==> config.mk <==
export PLATFORM = sky130hd
export DESIGN_NAME = msx_bus_sequencer
export DESIGN_NICKNAME = d
export VERILOG_FILES = /design/src/rtl/msx_bus_sequencer.sv
export SDC_FILE = /design/constraint.sdc
export NUM_CORES = 1
export LEC_CHECK = 0
export CAP_MARGIN = 20
export CORE_AREA = 4 4 81 90
export DETAILED_ROUTE_END_ITERATION = 8
export DIE_AREA = 0 0 85 94
export PLACE_DENSITY = 0.65
export SETUP_SLACK_MARGIN = 0.5
export SLEW_MARGIN = 10
export SYNTH_ARGS = -nofsm -noshare
export SYNTH_HDL_FRONTEND = slang
export SYNTH_SLANG_ARGS = --single-unit
export TNS_END_PERCENT = 30
==> constraint.sdc <==
create_clock -name i_clk -period 4.24 [get_ports i_clk]
set_input_delay 0.424 -clock i_clk [delete_from_list [all_inputs] [get_ports i_clk]]
set_output_delay 0.424 -clock i_clk [all_outputs]
set_load 0.005 [all_outputs]
==> src/rtl/msx_bus_sequencer.sv <==
// MSX slot bus cycle sequencer: turns qualifying slot/IO cycles into host events and holds WAIT until ack.
// Optional RPMP_IO_CLAIM_EN builds a 256-entry IO claim table; otherwise ports IO_BASE..IO_BASE+3 are claimed.
module msx_bus_sequencer #(
  parameter int          TIMEOUT_CYCLES = 255,
  parameter int          CNT_W          = 8,
  parameter logic [7:0]  IO_BASE        = 8'h40
) (
  input  logic         i_clk,
  input  logic         i_reset,
  input  logic         i_rd_n,
  input  logic         i_wr_n,
  input  logic         i_mreq_n,
  input  logic         i_iorq_n,
  input  logic         i_sltsl_n,
  input  logic         i_m1_n,
  input  logic [15:0]  i_a,
  input  logic [7:0]   i_d_in,
  output logic         o_nwait,
  output logic [7:0]   o_d_out,
  output logic         o_d_oe,
  output logic         o_ev_valid,
  output logic [1:0]   o_ev_type,
  output logic [15:0]  o_ev_addr,
  output logic [7:0]   o_ev_wdata,
  input  logic         i_host_ack,
  input  logic [7:0]   i_host_rdata,
  input  logic         i_cfg_wait_en,
  input  logic         i_cfg_we,
  input  logic [7:0]   i_cfg_port,
  input  logic         i_cfg_claim,
  input  logic         i_err_clr,
  output logic         o_timeout_err,
  output logic         o_overrun,
  output logic [1:0]   o_state
);

  // Host handshake: o_ev_valid rises with a latched event and stays high until the
  // host returns a single-cycle i_host_ack (or the timeout fires); ack is sampled only in POST.
  typedef enum logic [1:0] {
    ST_IDLE   = 2'd0,
    ST_POST   = 2'd1,
    ST_DRIVE  = 2'd2,
    ST_FINISH = 2'd3
  } state_t;

  state_t             r_state, w_state_nxt;
  logic               r_strobe_q;
  logic [CNT_W-1:0]   r_cnt, w_cnt_nxt;
  logic               r_nwait, w_nwait_nxt;
  logic [7:0]         r_d_out, w_d_out_nxt;
  logic               r_d_oe, w_d_oe_nxt;
  logic               r_ev_valid, w_ev_valid_nxt;
  logic [1:0]         r_ev_type, w_ev_type_nxt;
  logic [15:0]        r_ev_addr, w_ev_addr_nxt;
  logic [7:0]         r_ev_wdata, w_ev_wdata_nxt;
  logic               r_timeout_err, w_timeout_err_nxt;
  logic               r_overrun, w_overrun_nxt;

  logic               w_strobe;
  logic               w_start;
  logic               w_claimed;
  logic               w_mem_hit;
  logic               w_io_hit;
  logic               w_qual_start;
  logic [CNT_W-1:0]   w_cnt_inc;
  logic               w_timeout_hit;

`ifdef RPMP_IO_CLAIM_EN
  logic [255:0]       r_claim;

  // Lookup reads the registered table, so a same-cycle write to the same port uses the old bit.
  always_ff @(posedge i_clk) begin
    if (!i_reset) begin
      r_claim <= '0;
    end else if (i_cfg_we) begin
      r_claim[i_cfg_port] <= i_cfg_claim;
    end
  end

  assign w_claimed = r_claim[i_a[7:0]];
`else
  logic [7:0]         w_port_off;
  logic               w_unused_cfg;

  assign w_port_off   = i_a[7:0] - IO_BASE;
  assign w_claimed    = (w_port_off[7:2] == 6'd0);
  assign w_unused_cfg = ^{i_cfg_we, i_cfg_port, i_cfg_claim};
`endif

  assign w_strobe      = i_rd_n & i_wr_n;
  assign w_start       = r_strobe_q & ~w_strobe;
  assign w_mem_hit     = ~i_mreq_n & ~i_sltsl_n;
  // Interrupt acknowledge (iorq with m1 low) is never an IO cycle.
  assign w_io_hit      = ~i_iorq_n & i_m1_n & w_claimed;
  assign w_qual_start  = w_start & (w_mem_hit | w_io_hit);
  assign w_cnt_inc     = r_cnt + 1'b1;
  assign w_timeout_hit = (w_cnt_inc == CNT_W'(TIMEOUT_CYCLES));

  always_ff @(posedge i_clk) begin
    if (!i_reset) begin
      r_state       <= ST_IDLE;
      r_strobe_q    <= 1'b1;
      r_cnt         <= '0;
      r_nwait       <= 1'b1;
      r_d_out       <= 8'hFF;
      r_d_oe        <= 1'b0;
      r_ev_valid    <= 1'b0;
      r_ev_type     <= 2'b00;
      r_ev_addr     <= 16'h0000;
      r_ev_wdata    <= 8'h00;
      r_timeout_err <= 1'b0;
      r_overrun     <= 1'b0;
    end else begin
      r_state       <= w_state_nxt;
      r_strobe_q    <= w_strobe;
      r_cnt         <= w_cnt_nxt;
      r_nwait       <= w_nwait_nxt;
      r_d_out       <= w_d_out_nxt;
      r_d_oe        <= w_d_oe_nxt;
      r_ev_valid    <= w_ev_valid_nxt;
      r_ev_type     <= w_ev_type_nxt;
      r_ev_addr     <= w_ev_addr_nxt;
      r_ev_wdata    <= w_ev_wdata_nxt;
      r_timeout_err <= w_timeout_err_nxt;
      r_overrun     <= w_overrun_nxt;
    end
  end

  always_comb begin
    w_state_nxt       = r_state;
    w_cnt_nxt         = r_cnt;
    w_nwait_nxt       = r_nwait;
    w_d_out_nxt       = r_d_out;
    w_d_oe_nxt        = r_d_oe;
    w_ev_valid_nxt    = r_ev_valid;
    w_ev_type_nxt     = r_ev_type;
    w_ev_addr_nxt     = r_ev_addr;
    w_ev_wdata_nxt    = r_ev_wdata;
    w_timeout_err_nxt = r_timeout_err;
    w_overrun_nxt     = r_overrun;

    case (r_state)
      ST_IDLE: begin
        if (w_qual_start) begin
          w_state_nxt    = ST_POST;
          w_ev_valid_nxt = 1'b1;
          w_ev_type_nxt  = {~w_mem_hit, ~i_wr_n};
          w_ev_addr_nxt  = i_a;
          w_ev_wdata_nxt = (~i_wr_n) ? i_d_in : 8'h00;
          w_nwait_nxt    = ~i_cfg_wait_en;
          w_cnt_nxt      = '0;
        end
      end
      ST_POST: begin
        w_cnt_nxt = w_cnt_inc;
        // A second cycle arriving while the host still owns the first one is lost.
        if (w_qual_start) begin
          w_overrun_nxt = 1'b1;
        end
        if (i_host_ack) begin
          w_d_out_nxt    = i_host_rdata;
          w_ev_valid_nxt = 1'b0;
          w_nwait_nxt    = 1'b1;
          if (!r_ev_type[0] && !i_rd_n) begin
            w_state_nxt = ST_DRIVE;
            w_d_oe_nxt  = 1'b1;
          end else begin
            w_state_nxt = ST_FINISH;
          end
        end else if (w_timeout_hit) begin
          w_timeout_err_nxt = 1'b1;
          w_ev_valid_nxt    = 1'b0;
          w_nwait_nxt       = 1'b1;
          w_d_out_nxt       = 8'hFF;
          if (!r_ev_type[0]) begin
            w_state_nxt = ST_DRIVE;
            w_d_oe_nxt  = ~i_rd_n;
          end else begin
            w_state_nxt = ST_FINISH;
          end
        end
      end
      ST_DRIVE: begin
        if (i_rd_n) begin
          w_d_oe_nxt  = 1'b0;
          w_state_nxt = ST_IDLE;
        end
      end
      ST_FINISH: begin
        if (i_rd_n && i_wr_n) begin
          w_state_nxt = ST_IDLE;
        end
      end
      default: begin
        w_state_nxt = ST_IDLE;
      end
    endcase

    if (i_err_clr) begin
      w_timeout_err_nxt = 1'b0;
      w_overrun_nxt     = 1'b0;
    end
  end

  assign o_nwait       = r_nwait;
  assign o_d_out       = r_d_out;
  assign o_d_oe        = r_d_oe;
  assign o_ev_valid    = r_ev_valid;
  assign o_ev_type     = r_ev_type;
  assign o_ev_addr     = r_ev_addr;
  assign o_ev_wdata    = r_ev_wdata;
  assign o_timeout_err = r_timeout_err;
  assign o_overrun     = r_overrun;
  assign o_state       = r_state;

endmodule

==> results of run 1 <==
per-stage QoR:
step | power (W) | worst slack, ns | util
floorplan | 0.0007896 | 2.453 | -
global placement | 0.0009435 | 1.493 | 0.4788
detailed placement | 0.0009477 | 1.487 | 0.4788
CTS | 0.001278 | 1.808 | 0.4953
global route | 0.001353 | 1.554 | 0.4953
finish | 0.001267 | 1.848 | 0.4953
per-layer routing:
layer | routed length (um) | vias up | GRT usage
li1 | - | 1112 | -
met1 | 2695 | 976 | 0.1872
met2 | 2676 | 84 | 0.2468
met3 | 542 | 7 | 0.05351
met4 | 76 | 0 | 0.04749
met5 | 0 | - | 0
report_power, final:
part           switching [W]  internal (W)
sequential         0.0000469      0.000512
clock               0.000155      0.000177
combinational       0.000193      0.000184
total               0.000395      0.000873
state kept, by name (all words and copies together) (netlist names):
| name | count |
|---|---|
| o_ev_addr | 16 |
| o_d_out | 8 |
| o_ev_wdata | 8 |
| r_cnt | 8 |
| o_ev_type | 2 |
| o_state | 2 |
| o_d_oe | 1 |
| o_ev_valid | 1 |
| o_nwait | 1 |
| o_overrun | 1 |
| o_timeout_err | 1 |
| r_strobe_q | 1 |
synth_stat cells (2+ instances only):
library cell and instances:
nand2_1 54, dfxtp_1 50, a21oi_1 34, o21ai_0 19
nor2_1 16, clkbuf_1 11, nand3b_1 8, o211ai_1 8
a211oi_1 5, inv_1 5, nand3_1 5, nor3_1 4
or3_1 4, buf_2 3, a22oi_1 2, a2bb2oi_1 2
a31oi_1 2, buf_6 2, ha_1 2, nand4_1 2
nor2b_1 2, o21a_1 2, o311ai_0 2, or2_1 2
xor2_1 2
critical path, stage by stage:
cell and delay [ns]:
clkdlybuf4s50_1 0.44, nor4bb_1 0.30, nand2_1 0.25, a2111oi_4 0.56
buf_4 0.37, nor2_1 0.07, a211oi_1 0.19
worst paths after layout:
check / to / slack (ns)
max: o_ev_type[0]$_SDFFE_PN0P_ / 1.85
min: o_ev_wdata[6]$_SDFFE_PN0P_ / 0.45
max reg2reg: o_d_out[7]$_SDFFE_PN1P_ / 1.95
min reg2reg: o_ev_wdata[6]$_SDFFE_PN0P_ / 0.45
cells by family after synthesis:
| family | after synthesis | synth area share |
|---|---|---|
| flops | 50 | 0.4469 |
| xor+xnor | 2 | 0.007823 |
| fa+ha+maj | 2 | 0.01117 |
| compound gates | 87 | 0.2542 |
| simple gates | 107 | 0.2285 |
| mux | 1 | 0.004469 |
| buf+inv | 22 | 0.04693 |
final cells by class:
class | instances | area share
Clock buffer | 7 | 0.02379
Inverter | 5 | 0.005850
Sequential cell | 50 | 0.3120
Tap cell | 82 | 0.03198
Timing Repair Buffer | 85 | 0.2637
Multi-Input combinational cell | 199 | 0.3534
Clock inverter | 1 | 0.009360
==> results_dict.tcl, run 1 <==
set metrics [dict create \
    synth_top_area_frac 0.4469 \
    htreeDepth 2 \
    synth_cell_type_count 48 \
    synthArstFlopShare 0 \
    outcome "complete, no violations" \
    gr-total-overflow 0 \
    grt_max_degree 26 \
    fin_skew_ns 0.008719 \
    rsz0062_at_grt "no" \
    syn_nets 326 \
    yosysWarnings 0 \
    io_buffers 83 \
    yosysTopAreaCell "dfxtp_1" \
    avgSynthCellArea_um2 8.264 \
    arrival_ns 2.60 \
    drtAntennaViolNets 0 \
    layout-drive-gt1-share 0.04035 \
    crit_type "input port to flop" \
    nNetsFinal 401 \
    multiInputGateArea_mm2 0.001134 \
    slew_viol_final 0 \
    min_from "o_ev_wdata[6]$_SDFFE_PN0P_" \
    fillers 638 \
    final_cells 429 \
    crit_required_ns 4.45 \
    finalCriticalPeriod_ns 2.392 \
    clk_path_buf_depth 2 \
    min_path_cells 2 \
    power_leakage_nw 1.064 \
    startpoint "i_a[7]" \
    drv_cap 0 \
    via_per_inst 5.079 \
    routed_wl_um 5989 \
    grt_pass1_vias 2064 \
    postCtsSetupBuffers 0 \
    ctsRootBufferMaster "clkbuf_8" \
    power.density_mw_per_mm2 395.1 \
    numCtsBuffers 5 \
    synth_ff_type "dfxtp_1" \
    ys_ff_latch 50 \
    post_cts_resized 0 \
    dr.pass1.iters 4 \
    start_util 0.3458 \
    ir_drop_mv 0.1844 \
    dieArea_mm2 0.007990 \
    regArea_mm2 0.001001 \
    whs_ns 0.4541 \
    vias 2179 \
    core_area_mm2 0.006477 \
    max_freq_ghz 0.4181 \
    reg2reg_depth 5 \
    worstPathMaxFanout 25 \
    final_common_cell "clkdlybuf4s50_1" \
    clk_latency_ns 0.30 \
    avgRoutedWirePerCell_um 13.96 \
    rows 31 \
    die_w_um 85 \
    period_share 0.5640 \
    worst_pin_slew_ns 0.8210 \
    grt_usage 0.1517 \
    design_area_mm2 0.003208 \
    final_hold_viol_count 0 \
    drt_iter0_markers 90 \
    cts.sinks 50 \
    min_path_type "flop to flop" \
    relSlewSlack 0.4527 \
    dp.cells 421 \
    setup_viol_count_final 0 \
    n_antenna_cell 0 \
    ios 94 \
    synth-edff-count 0 \
    die_y_um 94 \
    grt_pass1_wl_um 9846 \
    place_area_mm2 0.003102 \
    synthTopCellsByArea "dfxtp_1 (45%), nand2_1 (9.1%), a21oi_1 (7.6%)" \
    post-dp-hpwl_um 4216 \
    endpoint_kind "flop" \
    layout_common_cells "clkdlybuf4s50_1 (83), nand2_1 (54), dfxtp_1 (50), a21oi_1 (34), o21ai_0 (19)" \
    cts_tree "yes" \
    r2r_start "o_state[0]$_SDFFE_PN0P_" \
    synth_seq_area_share 0.4469 \
    drc 0 \
    synthesis.area_mm2 0.002240 \
    postCtsHoldBufs 0 \
    fin_setup_tns_ns 0 \
    worstSetupStartpointType "input port" \
    place.gp.congestion 0.7603 \
    grt_antenna_before_repair 0 \
    area_growth_syn_to_layout_pct 43.24 \
    cts.clk_slew.worst_paths_ns 0.08 \
    synthCells 271 \
]
No activity file was read; power rests on OpenSTA's default activity.
==> inputs of run 2 (changes only) <==
--- a/config.mk
+++ b/config.mk
@@ -9,7 +9,7 @@
 export CORE_AREA = 4 4 81 90
 export DETAILED_ROUTE_END_ITERATION = 8
 export DIE_AREA = 0 0 85 94
-export PLACE_DENSITY = 0.65
+export PLACE_DENSITY = 0.68
 export SETUP_SLACK_MARGIN = 0.5
 export SLEW_MARGIN = 10
 export SYNTH_ARGS = -nofsm -noshare
==> constraint.sdc (replaced) <==
create_clock -name i_clk -period 2.2 [get_ports i_clk]
set_input_delay 0.22 -clock i_clk [delete_from_list [all_inputs] [get_ports i_clk]]
set_output_delay 0.22 -clock i_clk [all_outputs]
set_load 0.005 [all_outputs]
==> run 2 against run 1 <==
Effect of this change: combinational power is 120% higher; sequential share of layout area down 1.9 points; flip-flop and latch count is the same; wire length grew 4.4%; clock skew fell by 0.0042 ns; worst hold slack worse by 0.24 ns; core utilization rose by 3.7 points; register-to-register slack lost 1.5 ns; non-clock buffer count rose by 18; cell area grew 7.4%; worst setup slack worse by 1.4 ns; critical path type is now flop to flop; critical endpoint is now o_d_oe$_SDFFE_PN0P_; largest cell class unchanged; largest power group unchanged.
==> results_dict.tcl, run 2 (synthesis gave the netlist of run 1 again) <==
set metrics [dict create \
    setup_viol_count_final 0 \
    avgRoutedWirePerCell_um 13.99 \
    drc 0 \
    arrival_ns 1.92 \
    drv_cap 0 \
    cts.clk_slew.worst_paths_ns 0.09 \
    dr.pass1.iters 4 \
    fin_skew_ns 0.004504 \
    grt_max_degree 26 \
    crit_required_ns 2.41 \
    ir_drop_mv 0.3754 \
    endpoint_kind "flop" \
    clkPwrFrac 0.248 \
    via_per_inst 5.034 \
    vias 2250 \
    nNetsFinal 419 \
    ctsRootBufferMaster "clkbuf_8" \
    start_util 0.3458 \
    min_path_cells 3 \
    outcome "complete, no violations" \
    seqPwrFrac 0.426 \
    slew_viol_final 0 \
    min_path_type "input port to flop" \
    cts_tree "yes" \
    grt_pass1_vias 2188 \
    reg2reg_depth 6 \
    post-dp-hpwl_um 4390 \
    numCtsBuffers 5 \
    dieArea_mm2 0.007990 \
    relSlewSlack 0.6783 \
    area_growth_syn_to_layout_pct 53.80 \
    power.density_mw_per_mm2 742.4 \
    post-route-util 0.5318 \
    total_power_w 0.002557 \
    internal_power_w 0.001764 \
    grt_antenna_before_repair 0 \
    routed_wl_um 6255 \
    rsz0062_at_grt "yes" \
    rows 31 \
    gr-total-overflow 0 \
    drtAntennaViolNets 0 \
    place.gp.congestion 0.7533 \
    postCtsHoldBufs 0 \
    crit_type "flop to flop" \
    ios 94 \
    htreeDepth 2 \
    cts.sinks 50 \
    grt_pass1_wl_um 10390 \
    whs_ns 0.2184 \
    largest_register_ffs 16 \
    core_area_mm2 0.006477 \
    p_sw_frac 0.3103 \
    fillers 612 \
    worst_pin_slew_ns 0.4815 \
    worstPathMaxFanout 6 \
    final_cells 447 \
    clk_path_buf_depth 2 \
    drt_iter0_markers 78 \
    die_y_um 94 \
    power_leakage_nw 1.221 \
    final_common_cell "clkdlybuf4s50_1" \
    finalCriticalPeriod_ns 1.715 \
    switching_power_w 0.0007936 \
    combPwrFrac 0.326 \
    io_buffers 83 \
    die_w_um 85 \
    final_hold_viol_count 0 \
    grt_usage 0.1575 \
    period_share 0.7793 \
    clk_latency_ns 0.30 \
    worstSetupStartpointType "flop" \
    max_freq_ghz 0.5833 \
    n_antenna_cell 0 \
    dp.cells 433 \
    layout-drive-gt1-share 0.1260 \
    layout_common_cells "clkdlybuf4s50_1 (75), nand2_1 (50), dfxtp_1 (46), a21oi_1 (33), o21ai_0 (19)" \
]
==> run 2: cell count changes in the layout (fill, tap and decap cells not counted), sizes merged <==
cell           change
clkdlybuf4s50      -8
buf               +18
clkbuf             +1
dlygate4sd2        +2
clkdlybuf4s15      +3
dlymetal6s2s       +2
==> run 2: path summary, 6_finish.rpt <==
| kind | startpoint | to | slack (ns) |
|---|---|---|---|
| max | r_cnt[0]$_SDFFE_PN0P_ | o_d_oe$_SDFFE_PN0P_ | 0.49 |
| min | i_a[6] | o_ev_addr[6]$_SDFFE_PN0P_ | 0.22 |
| max reg2reg | r_cnt[0]$_SDFFE_PN0P_ | o_d_oe$_SDFFE_PN0P_ | 0.49 |
| min reg2reg | o_ev_wdata[3]$_SDFFE_PN0P_ | o_ev_wdata[3]$_SDFFE_PN0P_ | 0.45 |
==> run 2: timing repair <==
item                                    CTS  global route
pin swaps                                 9             8
resized for setup                        22            13
gates cloned                              2             0
setup buffers                             3             1
endpoints found under the setup margin   49            44
==> run 2: critical path, stage by stage, from the launching register on <==
cell,delay (ns)
dfxtp_4,0.38
ha_4,0.17
nand3_2,0.12
or4b_1,0.48
nand4_1,0.14
nand2_2,0.08
o32ai_1,0.26
==> run 2: per-stage QoR <==
stage	worst slack, ns	setup TNS (ns)	cell area, um2
final	0.4855	0	3445
after global routing	0.3853	0	3445
after CTS	0.4645	0	3411
after detailed placement	-0.08805	-0.9999	3219
after global placement	-0.05412	-0.4597	3219
after floorplan	0.5662	0	2255
==> run 2: power groups by stage <==
stage / combinational, W / clock [W] / sequential (W)
after floorplan: 0.000460 / 0 / 0.00107
after global placement: 0.000769 / 0 / 0.00110
after detailed placement: 0.000782 / 0 / 0.00111
after CTS: 0.000828 / 0.000663 / 0.00109
after global routing: 0.000929 / 0.000685 / 0.00110
final: 0.000834 / 0.000634 / 0.00109
==> run 2: final cells by class <==
cell class | instances | area [um2] | share of cell area
clock buffers | 7 | 76.32 | 0.02216
clock inverters | 1 | 30.03 | 0.008718
inverters | 5 | 18.77 | 0.005449
multi-input cells | 199 | 1192 | 0.3462
flip-flops and latches | 50 | 1011 | 0.2935
well taps | 82 | 102.6 | 0.02979
repair buffers | 103 | 1013 | 0.2942
==> run 2: per-layer routing <==
layer	vias up	global-route usage	share of wire	routed length [um]
met5	-	0	0	0
met4	0	0.03562	0.0091	57
met3	7	0.04912	0.081	506
met2	77	0.2694	0.46	2898
met1	1012	0.1929	0.45	2792
li1	1154	-	-	-
